$ cat src/rtl/request_unit.sv
// Fetch/data request sequencer: issues instruction fetches, one outstanding data
// access at a time, and parks in a sticky halt until reset.
module request_unit #(
    parameter int CNT_W = 16
) (
    input  logic             CLK,
    input  logic             RST,
    input  logic             MemRead,
    input  logic             MemWrite,
    input  logic             mem_halt,
    input  logic             ihit,
    input  logic             dhit,
    output logic             iREN,
    output logic             dREN,
    output logic             dWEN,
    output logic             PC_EN,
    output logic             halt,
    output logic [CNT_W-1:0] stall_cnt
);

    typedef enum logic [1:0] {
        IDLE   = 2'd0,
        DWAIT  = 2'd1,
        HALTED = 2'd2
    } state_t;

    state_t             state_r;
    state_t             next_state_s;
    logic               dren_r;
    logic               dwen_r;
    logic               dren_next_s;
    logic               dwen_next_s;
    logic               iren_r;
    logic               halt_r;
    logic               pc_en_s;
    logic [CNT_W-1:0]   cnt_r;

    // Next-state, next data request and same-cycle PC strobe
    always_comb begin
        next_state_s = state_r;
        dren_next_s  = dren_r;
        dwen_next_s  = dwen_r;
        pc_en_s      = 1'b0;
        case (state_r)
            IDLE: begin
                dren_next_s = 1'b0;
                dwen_next_s = 1'b0;
                if (ihit) begin
                    if (mem_halt) begin
                        next_state_s = HALTED;
                    end else if (MemRead || MemWrite) begin
                        // A store wins over a load on an illegal double decode
                        next_state_s = DWAIT;
                        dwen_next_s  = MemWrite;
                        dren_next_s  = MemRead & ~MemWrite;
                    end else begin
                        pc_en_s = 1'b1;
                    end
                end else begin
                    next_state_s = IDLE;
                end
            end
            DWAIT: begin
                if (dhit) begin
                    pc_en_s      = 1'b1;
                    next_state_s = IDLE;
                    dren_next_s  = 1'b0;
                    dwen_next_s  = 1'b0;
                end else begin
                    next_state_s = DWAIT;
                end
            end
            HALTED: begin
                next_state_s = HALTED;
                dren_next_s  = 1'b0;
                dwen_next_s  = 1'b0;
            end
            default: begin
                next_state_s = IDLE;
                dren_next_s  = 1'b0;
                dwen_next_s  = 1'b0;
            end
        endcase
    end

    // State, request and status registers; iREN/halt are pre-decoded from next state
    always_ff @(posedge CLK) begin
        if (RST) begin
            state_r <= IDLE;
            dren_r  <= 1'b0;
            dwen_r  <= 1'b0;
            iren_r  <= 1'b1;
            halt_r  <= 1'b0;
        end else begin
            state_r <= next_state_s;
            dren_r  <= dren_next_s;
            dwen_r  <= dwen_next_s;
            iren_r  <= (next_state_s == IDLE);
            halt_r  <= (next_state_s == HALTED);
        end
    end

    // Stall counter: counts non-advancing cycles, wraps naturally, frozen once halted
    always_ff @(posedge CLK) begin
        if (RST) begin
            cnt_r <= {CNT_W{1'b0}};
        end else if (!pc_en_s && (state_r != HALTED)) begin
            cnt_r <= cnt_r + {{(CNT_W-1){1'b0}}, 1'b1};
        end else begin
            cnt_r <= cnt_r;
        end
    end

    assign iREN      = iren_r;
    assign dREN      = dren_r;
    assign dWEN      = dwen_r;
    assign halt      = halt_r;
    assign PC_EN     = pc_en_s;
    assign stall_cnt = cnt_r;

endmodule

$ cat config.mk
export PLATFORM = sky130hd
export DESIGN_NAME = request_unit
export DESIGN_NICKNAME = d
export VERILOG_FILES = /design/src/rtl/request_unit.sv
export SDC_FILE = /design/constraint.sdc
export NUM_CORES = 1
export LEC_CHECK = 0
export ABC_CLOCK_PERIOD_IN_PS = 5000
export BUFFER_PORTS_ARGS = -buffer_cell sky130_fd_sc_hd__buf_2
export CAP_MARGIN = 40
export CORE_AREA = 2 2 50 52
export DETAILED_ROUTE_END_ITERATION = 10
export DIE_AREA = 0 0 52 54
export PLACE_DENSITY = 0.83
export RECOVER_POWER = 50
export SLEW_MARGIN = 20
export SYNTH_ARGS = -nofsm -noshare
export SYNTH_HDL_FRONTEND = slang
export SYNTH_SLANG_ARGS = --single-unit
$ cat constraint.sdc
create_clock -name CLK -period 5 [get_ports CLK]
set_input_delay 1 -clock CLK [delete_from_list [all_inputs] [get_ports CLK]]
set_output_delay 1 -clock CLK [all_outputs]
set_load 0.02 [all_outputs]
==> key figures <==
Outcome
  • Run status: finished clean

Synth
  • Ys Warns: 0
  • Number of synthesized flops with an enable pin: 0
  • Post-Synthesis Cell Area: 0.00103 mm2
  • Area leader, netlist: dfxtp_1
  • Top FF cell, synth: dfxtp_1
  • Mapped Avg Cell Area: 9.11 um2
  • Yosys cell types: 36
  • Main area contributors after synthesis: dfxtp_1 (43%), a21oi_1 (7.3%), or3_1 (4.9%)
  • Synth async-reset ratio: 0%
  • Yosys reg bits: 22
  • Cells after Synth: 113
  • Post-synth top area share: 42.8%
  • Syn_nets: 121
  • Seq/Total Area, Yosys: 42.8%

Power and ir drop
  • Worst VDD drop: 0.160 mV
  • Switching share of power: 25.1%
  • Comb pwr share: 11.5%
  • Switching power: 92.9 uW
  • Cell-internal power: 278 uW
  • Seq pwr share: 51.1%
  • Clk network pwr share: 37.5%
  • Power, Total: 371 uW
  • Static Leak: 0.000408 uW
  • Pwr dens: 307 mW/mm2

Die
  • Initial core utilization: 44.4%
  • Height of the die: 54 um
  • IO Pins: 28
  • Die width: 52 um
  • Die area: 0.00281 mm2
  • Core Footprint: 0.00232 mm2
  • Row count: 18

STA
  • Final hold vios: 0
  • Final Max Slew Viols: 0
  • Minimum clock period: 2.94 ns
  • Tightest hold margin: 0.514 ns
  • Worst Skew: 0.0132 ns
  • # setup viols final: 0
  • Unrepaired setup endpoints after global routing: false
  • Setup ws final: 2.06 ns
  • Worst slew margin: 37.3%
  • Fmax: 340 MHz
  • Slew @ Worst Pin: 0.940 ns
  • Fin Setup TNS: 0 ns
  • Period utilisation layout: 58.7%

Setup path
  • CP startpoint kind: input port
  • Crit-path max FO: 3
  • Crit-path max cell delay: 0.48 ns
  • Req. time, crit path: 4.00 ns
  • Critical path's slowest cell: or4b_4
  • Crit. End Element: output pin
  • CP Cell Sequence: buf_2, or4b_4, o21ai_0, buf_2
  • CP arrival: 1.94 ns
  • Worst reg2reg path depth: 5
  • Setup CP Type: in -> out
  • Top cell by count, worst path: buf_2

Clock tree
  • Clock slew at reported path FFs: 0.12 ns
  • Hold_buf cts: 0
  • CTS resizes: 0
  • CTS Sinks: 22
  • TritonCTS clock tree: yes
  • CTS HTree Levels: 1
  • CTS Root Cell: clkbuf_4
  • Post-CTS Setup Bufs: 0
  • Cts bufs inserted: 3
  • CTS Buffer Depth: 2
  • Clk_lat worst skew: 0.32 ns

Placement
  • Pre-CTS setup slack: 2.07 ns
  • Final Wtd Congestion: 0.770
  • Placed cell area: 0.00117 mm2
  • IO Port Bufs: 27
  • Hpwl dp: 1690 um

Finish
  • Post-route cell area: 0.00121 mm2
  • Area grow syn2layout: 17.3%
  • Share of layout cells above drive strength 1: 15.7%
  • Footprint of the multi-input gates: 539 um2
  • Reg area: 440 um2
  • Antenna diode count: 0
  • Filler instances: 232
  • Final #Nets: 149

GRT
  • Initial antenna violation count: 0
  • Global-route usage over all layers: 17.7%
  • Largest net degree at the start of global routing: 23
  • Total gr overflow: 0
  • First-pass GRT wire length: 3730 um
  • Vias in the first global route: 870

Routing
  • Post-DR vias/cell: 5.75
  • DRT iter0 DRCs: 14
  • Antenna-violating nets left: 0
  • Detailed-route wire length: 2300 um
  • Via count: 977
  • WL/cell: 13.5 um
  • Pre-antenna DRT Iters: 4
  • Drt drc: 0

Job
  • Max-Cap Viols: 0

Hold path
  • Hold Crit Class: reg -> reg
  • Worst Hold Depth: 2
-- logic make-up after synthesis --
family | Yosys count | share of synthesized area [%]
buf+inv | 8 | 4.86
compound gates | 32 | 18.8
fa+ha+maj | 1 | 1.21
xor+xnor | 1 | 0.851
mux | 2 | 2.43
simple gates | 47 | 29.0
flops | 22 | 42.8
-- power groups by stage --
stage	logic [uW]	clock network, uW	registers [uW]
finish	42.5	139	189
global route	47.1	146	191
CTS	44.6	141	189
detailed placement	44.5	0	193
global placement	40.7	0	192
floorplan	27.2	0	199
-- routing by layer --
metal | vias to the layer above | share of wire [%] | global-route usage, %
li1 | 500 | - | -
met3 | 2 | 5.3 | 3.33
met4 | 0 | 0.83 | 5.26
met5 | - | 0 | 0
met1 | 444 | 45 | 20.8
met2 | 31 | 49 | 32.7
-- placed cells by master (no fill, tap or decap), drive strengths merged, types with 2 or more instances in the layout --
cell and count:
nand2 4, nand3 5, and3 2, or4b 3
dfxtp 22, clkbuf 19, o21ai 8, nand4 4
o41ai 2, nor3 2, nor2 7, o31ai 4
or3 8, and4 2, a21oi 15, buf 12
inv 3, or4 4
-- cell usage after synthesis (all sizes together) (2+ instances only) --
master,number
nand2,4
or3,8
or4b,3
and4,2
o21ai,8
nand3,5
clkbuf,2
or4,4
nor2,7
dfxtp,22
o41ai,2
buf,3
nor3,2
and3,2
o31ai,4
a21oi,15
nand4,4
inv,3
-- registers in the layout, indices dropped and copies added (netlist names) --
name       flops
stall_cnt     16
state_r        2
dREN           1
dWEN           1
halt           1
iREN           1
-- final timing paths --
check / end / slack [ns] / start
max: PC_EN / 2.06 / mem_halt
min: stall_cnt[15] / 0.51 / stall_cnt[15]
max reg2reg: stall_cnt[1] / 2.92 / state_r[1]
min reg2reg: stall_cnt[15] / 0.51 / stall_cnt[15]
-- layout make-up --
cell class	instances	share of cell area (%)
inverters	3	0.933
repair buffers	28	10.5
multi-input cells	83	44.7
flip-flops and latches	22	36.5
clock buffers	3	1.87
well taps	30	3.11
clock inverters	1	2.49
-- per-stage QoR --
stage	util, %	std cells
CTS	52.9	170
global route	52.0	170
floorplan	-	113
global placement	50.2	165
finish	52.0	170
detailed placement	50.6	166
-- critical path: cells and delay by family --
kind,cells,cell delay [ns]
and+or+nand+nor,1,0.48
AOI/OAI and AO/OA,1,0.16
buffers and inverters,2,0.29
No activity file was read; power rests on OpenSTA's default activity.
